==> src/rtl/morse_tx.sv <==
// morse_tx: keys one Morse character (1..5 dots/dashes) or a word gap, timed in units of UNIT_CYCLES clocks
module morse_tx #(
  parameter int UNIT_CYCLES = 12500000
) (
  input  logic       clk,
  input  logic       reset,
  input  logic       start,
  input  logic [2:0] sym_len,
  input  logic [4:0] sym_bits,
  input  logic       space,
  input  logic       abort,
  output logic       key,
  output logic       busy,
  output logic       done,
  output logic       err,
  output logic [2:0] elem_idx
);
  typedef enum logic [2:0] {IDLE, MARK, GAP_ELEM, GAP_CHAR, GAP_WORD} state_t;
  localparam logic [25:0] UNIT_LAST = 26'(UNIT_CYCLES - 1);
  state_t      state, state_n;
  logic [25:0] cyc_cnt;
  logic [2:0]  unit_cnt, len_q, last_unit, bit_sel;
  logic [4:0]  bits_q;
  logic [7:0]  bits_x;
  logic        unit_end, state_end, invalid, accept, cur_dash;
  assign busy = state != IDLE;
  always_comb begin
    bits_x    = {3'b000, bits_q};
    bit_sel   = len_q - 3'd1 - elem_idx;
    cur_dash  = bits_x[bit_sel];
    unit_end  = cyc_cnt == UNIT_LAST;
    last_unit = state == MARK     ? (cur_dash ? 3'd2 : 3'd0) :
                state == GAP_CHAR ? 3'd2 :
                state == GAP_WORD ? 3'd6 : 3'd0;
    state_end = unit_end && unit_cnt == last_unit;
    invalid   = sym_len == 3'd0 || sym_len > 3'd5;
    accept    = state == IDLE && start && !abort && !space && !invalid;
    state_n   = state;
    unique case (state)
      IDLE:     state_n = (start && space) ? GAP_WORD : accept ? MARK : IDLE;
      MARK:     if (state_end) state_n = (elem_idx == len_q - 3'd1) ? GAP_CHAR : GAP_ELEM;
      GAP_ELEM: if (state_end) state_n = MARK;
      GAP_CHAR, GAP_WORD: if (state_end) state_n = IDLE;
      default:  state_n = IDLE;
    endcase
    if (abort) state_n = IDLE;
  end
  always_ff @(posedge clk or posedge reset) begin
    if (reset) begin
      state    <= IDLE;
      key      <= 1'b0;
      done     <= 1'b0;
      err      <= 1'b0;
      elem_idx <= 3'd0;
      cyc_cnt  <= 26'd0;
      unit_cnt <= 3'd0;
      len_q    <= 3'd0;
      bits_q   <= 5'd0;
    end else begin
      state    <= state_n;
      key      <= state_n == MARK;
      done     <= (state == GAP_CHAR || state == GAP_WORD) && state_n == IDLE && !abort;
      err      <= state == IDLE && start && !space && invalid && !abort;
      elem_idx <= state_n == IDLE ? 3'd0 :
                  (state == GAP_ELEM && state_n == MARK) ? elem_idx + 3'd1 : elem_idx;
      // counters restart on every state entry so each state times from zero
      if (state_n != state || state == IDLE) begin
        cyc_cnt  <= 26'd0;
        unit_cnt <= 3'd0;
      end else begin
        cyc_cnt  <= unit_end ? 26'd0 : cyc_cnt + 26'd1;
        unit_cnt <= unit_end ? unit_cnt + 3'd1 : unit_cnt;
      end
      if (accept) begin
        len_q  <= sym_len;
        bits_q <= sym_bits;
      end
    end
  end
endmodule

==> config.mk <==
export PLATFORM = sky130hd
export DESIGN_NAME = morse_tx
export DESIGN_NICKNAME = d
export VERILOG_FILES = /design/src/rtl/morse_tx.sv
export SDC_FILE = /design/constraint.sdc
export NUM_CORES = 1
export LEC_CHECK = 0
export CAP_MARGIN = 20
export CORE_UTILIZATION = 52
export DETAILED_ROUTE_END_ITERATION = 10
export PLACE_DENSITY = 0.81
export SLEW_MARGIN = 10
export SYNTH_ARGS = -nofsm -noshare
export SYNTH_HDL_FRONTEND = slang
export SYNTH_SLANG_ARGS = --single-unit
==> constraint.sdc <==
create_clock -name clk -period 2.82 [get_ports clk]
set_input_delay 0.564 -clock clk [delete_from_list [all_inputs] [get_ports clk]]
set_output_delay 0.564 -clock clk [all_outputs]
set_load 0.02 [all_outputs]
Word level (Yosys, flattened, before mapping)
Index checks and enable logic that the tools add are counted.
- word-level logic and storage cells: 70
- bits in registers: 46
- input port bits: 13
- output and inout bits: 7
- reduce and logical (&&, ||, !) cells: 25
- $add $sub $neg: 5
- muxes and demuxes: 20
- eq/ne operators: 9
- magnitude comparators: 2
- operators by type and width (cell ; number):
    two-way mux 26 bit ; 2
    two-way mux 3 bit ; 12
    adder 26 x 1 -> 26 bit (second input constant) ; 1
    == test 26 x 24 -> 1 bit (second input constant) ; 1
    logical AND 1 bit ; 12
    one-hot mux 3 bit (4 select lines) ; 1
    logical NOT 3 bit ; 3
    adder 3 x 1 -> 3 bit (second input constant) ; 2
    == test 3 x 1 -> 1 bit (second input constant) ; 2
    == test 3 x 2 -> 1 bit (second input constant) ; 2
    == test 3 bit ; 2
    less-than comparator 3 x 4 -> 1 bit (second input constant) ; 1
    nonzero test 2 bit ; 2
    binary-select mux 1 bit (select 3 bit) ; 1
    == test 3 bit (second input constant) ; 1
    > comparator 3 bit (second input constant) ; 1
    logical NOT 1 bit ; 3
    logical OR 1 bit ; 3
    two-way mux 1 bit ; 3
    inequality test 3 bit ; 1
    nonzero test 3 bit ; 1
    subtractor 3 x 1 -> 3 bit (second input constant) ; 1
    subtractor 3 bit ; 1
    two-way mux 2 bit ; 1
    OR reduction 2 bit ; 1

Logic depth before layout (Yosys ltp)
- depth after elaboration: 15
- gate-level depth with buffers: 14
- depth with buffers taken out: 12

Worst setup path before layout
OpenSTA, ideal clock, no wires.
- path kind: reg-to-reg
- start: register len_q[0]
- end: register cyc_cnt[16]
- slack: -252 ps
- path buffers: 2
- setup time: 71 ps
- required time: 2749 ps
- period minus slack after synthesis: 3072 ps
- arrival time: 3000 ps
- stages on the path, launching flop included: 15
- path through: dfrtp_1 > inv_1 > ha_1 > inv_1 > fa_1 > mux4_2 > nor2_1 > mux2i_1 > and4bb_2 > nor3_4 > or2_1 > nand3_2 > buf_6 > buf_6 > nor2_1
- longest elaborated chain between the ends: 14
- elaborated cells on any way between the ends: 18
- those cells by class: add/sub (2); eq/ne (3); mux (11); reduce/logical (2)
- RTL lines (what ; RTL line ; RTL):
    start: declaration ; 22 ; logic [2:0] unit_cnt, len_q, last_unit, bit_sel;
    start signal: assignment ; 75 ; len_q <= sym_len;
    subtractor 3 x 1 -> 3 bit * ; 29 ; bit_sel = len_q - 3'd1 - elem_idx;
    subtractor 3 bit * ; 29 ;
    binary-select mux 1 bit (select 3 bit) * ; 30 ; cur_dash = bits_x[bit_sel];
    two-way mux 1 bit (implied by the code) * ; 30 ;
    two-way mux 2 bit * ; 32 ; last_unit = state == MARK ? (cur_dash ? 3'd2 : 3'd0) :
    two-way mux 3 bit * ; 32 ;
    == test 3 bit * ; 35 ; state_end = unit_end && unit_cnt == last_unit;
    logical AND 1 bit * ; 35 ;
    two-way mux 3 bit (on tied branches) ; 43, 41, 42 ;
    one-hot mux 3 bit (4 select lines) * ; 39 ; unique case (state)
    two-way mux 3 bit * ; 46 ; if (abort) state_n = IDLE;
    via state_n[2] ; 20 ; state_t state, state_n;
    inequality test 3 bit * ; 67 ; if (state_n != state || state == IDLE) begin
    logical OR 1 bit * ; 67 ;
    two-way mux 26 bit * ; 67 ;
    end signal: assignment ; 71 ; cyc_cnt <= unit_end ? 26'd0 : cyc_cnt + 26'd1;
    end: declaration ; 21 ; logic [25:0] cyc_cnt;
The timed path passes the listed nets; every way through them passes the cells marked *. The select of a mux whose other input is x is not followed.
A chain may end at the register's enable or synchronous reset.

Final worst setup path
- start: register len_q[1]
- end: register cyc_cnt[13]
The elaborated chain is that of the path after synthesis.

==> impl_results.md <==
- Worst setup EP type: flip-flop
- CP Max Fanout: 8
- Post-detailed-placement half-perimeter wirelength: 3900 um
- Hold Path End: cyc_cnt[0]
- Synthesized area: 0.00260 mm^2
- Reg2reg end: cyc_cnt[13]
- Worst endpoint required time: 3.01 ns
- Met1 GRT Util: 0.295
- Maximum VDD drop: 0.270 mV
- Vias in the first global route: 2080
- Total Routing Usage GR: 0.235
- Mapped Cells: 262
- Clock slew at reported path FFs: 0.10 ns
- Met2 Usage GRT: 0.411
- Hold-critical path depth: 1
- Port Buffers: 19
- Cell area after layout: 0.00352 mm^2
- Setup ws final: -0.324 ns
- Fraction of layout cells with a size suffix above 1: 0.313
- Clk_lat worst skew: 0.30 ns
- Period utilization: 1.11
- # setup viols final: 35
- Worst-Margin Slew: 0.572 ns
- Final Skew: 0.0132 ns
- Max incr delay on CP: 0.53 ns
- Lkg Pwr: 1.40 nW
- GRT Residual Overflow: 0
- Power Density: 410 mW/mm^2
- Fmax: 318 MHz
- Cell with the most instances after synthesis: dfrtp_1
- Area Overhead vs Synth: 35.3%
- Placed Area: 0.00306 mm^2
- Slowest CP cell: fa_1
- Final max-slew violation count: 0
- Post-CTS Hold Buffers: 0
- CP arrival: 3.33 ns
- Post-route insts no fill: 377
- CP Cell Sequence: inv_1 -> ha_1 -> inv_2 -> fa_1 -> mux4_2 -> nor2_2 -> mux2i_2 -> buf_4 -> nor3_4 -> nor3_4 -> or2_1 -> nand3_4 -> clkbuf_16 -> nor3_4
- CTS tree: yes
- DR vias: 2137
- Initial core utilization: 0.547
- Final Critical Period: 3.14 ns
- Met3 Track Usage GR: 0.0401
- YS warnings: 0
- Largest net degree at the start of global routing: 47
- Ys async rst share: 1.00
- Endpoints failing hold: 0
- Synth Register Bits: 46
- Worst reg2reg path depth: 14
- Synth top area cells: dfrtp_1, xor2_1, nor2_1
- Syn_nets: 282
- Worst hold path type: reg2reg
- Clk sinks: 46
- Area leader, netlist: dfrtp_1
- Hold WS: 0.497 ns
- DRC: 0
- Post-synth top area share: 0.443
- RePlAce Congestion: 0.814
- I/O pin cnt: 20
- WL/cell: 15.5 um
- Failing checks: setup timing
- Global-route wire length before repair: 9470 um
- Clock root buffer master: clkbuf_8
- Mean Syn Cell Area: 9.92 um^2
- CORE AREA: 0.00475 mm^2
- Multi-input gate area: 0.00167 mm^2
- Sequential fraction of the synthesis area: 0.443
- FF/Latch Area: 0.00115 mm^2
- DR iter-0 viols: 109
- Status: finished, violations left
- Crit Path Class: reg2reg
- Via-per-instance ratio: 5.67
- CTS Buf Count: 5
- Chip Height: 72.7 um
- Inserted Diodes: 0
- Row count: 25
- Fill cells: 318
- Most used DFF post-synth: dfrtp_1
- Setup crit start kind: flip-flop
- Pre-antenna DRT Iters: 4
- RSZ-0062 raised after global routing: yes
- DIE AREA: 0.00528 mm^2
- Post-route ant nets: 0
- Most frequent cell on the critical path: nor3_4
- Min-Delay Startpoint: cyc_cnt[0]
- Post-synth EDFFs: 0
- Final Util: 0.739
- Worst r2r src: len_q[1]
- Placed cells: 365
- DRT Wirelength: 5830 um
- Yosys cell types: 53
- Maximum clock path buffer count: 2
- Top cells by count, synth: dfrtp_1, nor2_1, nor3_1, xor2_1, nand2_1
- Pre-CTS WS: -0.314 ns
- H-Tree Depth: 2
- R2r setup slk: -0.32 ns
- Die extent in x: 72.7 um
- Slew margin rel.: 0.619
- Initial antenna violation count: 0
- GRT busiest layer: met2
- Max Cap Viol: 0
- Total Nets Final: 329
placed cells by master, fill, tap and decap left out, types with 10 or more instances in the layout:
cell type / instances
nor2_4: 11
nor3_4: 13
nand3_1: 10
buf_4: 26
xnor2_1: 10
clkdlybuf4s50_1: 19
dfrtp_1: 45
xor2_1: 21
nand2_1: 20
nor2_1: 20
cell families (layout without fill, tap and decap cells):
| kind of cell | Yosys count | in the layout | share of synthesized area |
|---|---|---|---|
| multiplexers | 11 | 11 | 0.0506 |
| AND/OR/NAND/NOR | 125 | 125 | 0.262 |
| flip-flops | 46 | 46 | 0.443 |
| buffers and inverters | 19 | 67 | 0.0342 |
| XOR/XNOR | 32 | 32 | 0.113 |
| AO/OA/AOI/OAI | 22 | 22 | 0.0607 |
| adder cells (fa/ha/maj) | 7 | 7 | 0.0366 |
final cells by class:
type | count | share of cell area
clock buffer | 5 | 0.0196
clock inverter | 3 | 0.00676
inverter | 9 | 0.00961
multi-input combinational | 197 | 0.474
sequential | 46 | 0.328
tap | 67 | 0.0238
timing repair buffer | 50 | 0.138
per-stage QoR:
step           TNS [ns]  total power, W
2_1_floorplan     -6.33        0.000892
3_3_place_gp      -5.21        0.000982
3_5_place_dp      -7.99        0.000989
4_1_cts           -8.16         0.00141
5_1_grt          -14.09         0.00152
6_report          -9.76         0.00144
flip-flops by register name, summed over array words and instances, names as in the netlist:
register,cells
cyc_cnt,26
bits_q,5
elem_idx,3
len_q,3
state,3
unit_cnt,3
done,1
err,1
key,1
worst max path at each step:
stage / slack (ns) / start / cells after the start / end
6_report: -0.32 / len_q[1] / 14 / cyc_cnt[13]
5_1_grt: -0.45 / len_q[1] / 13 / cyc_cnt[1]
4_1_cts: -0.29 / len_q[0] / 13 / cyc_cnt[19]
3_5_place_dp: -0.31 / len_q[0] / 13 / unit_cnt[2]
3_3_place_gp: -0.21 / len_q[0] / 11 / elem_idx[1]
2_1_floorplan: -0.24 / len_q[0] / 14 / cyc_cnt[16]
metal layers:
| layer | part of all wire | vias up |
|---|---|---|
| met1 | 0.43 | 1058 |
| met4 | 0.026 | 0 |
| met5 | 0 | - |
| met3 | 0.032 | 14 |
| met2 | 0.51 | 43 |
| li1 | - | 1022 |
power by group:
part / internal (W) / switching, W / total (W)
combinational: 0.000163 / 0.000144 / 0.000307
clock: 0.000178 / 0.000242 / 0.000420
sequential: 0.000694 / 0.0000218 / 0.000715
worst max-delay path, delay by kind of cell (launching register included):
family	cells	cell delay [ns]
adder cells (fa/ha/maj)	2	0.81
multiplexers	2	0.62
buffers and inverters	4	0.46
AND/OR/NAND/NOR	6	0.76
flip-flops	1	0.36
timing repair:
item	4_1_cts	5_1_grt
gates cloned	0	2
resized for setup	19	42
pin swaps	3	31
setup endpoints to repair	35	36
buffers inserted	1	1
Note: power is estimated with default switching activity, not from simulation.
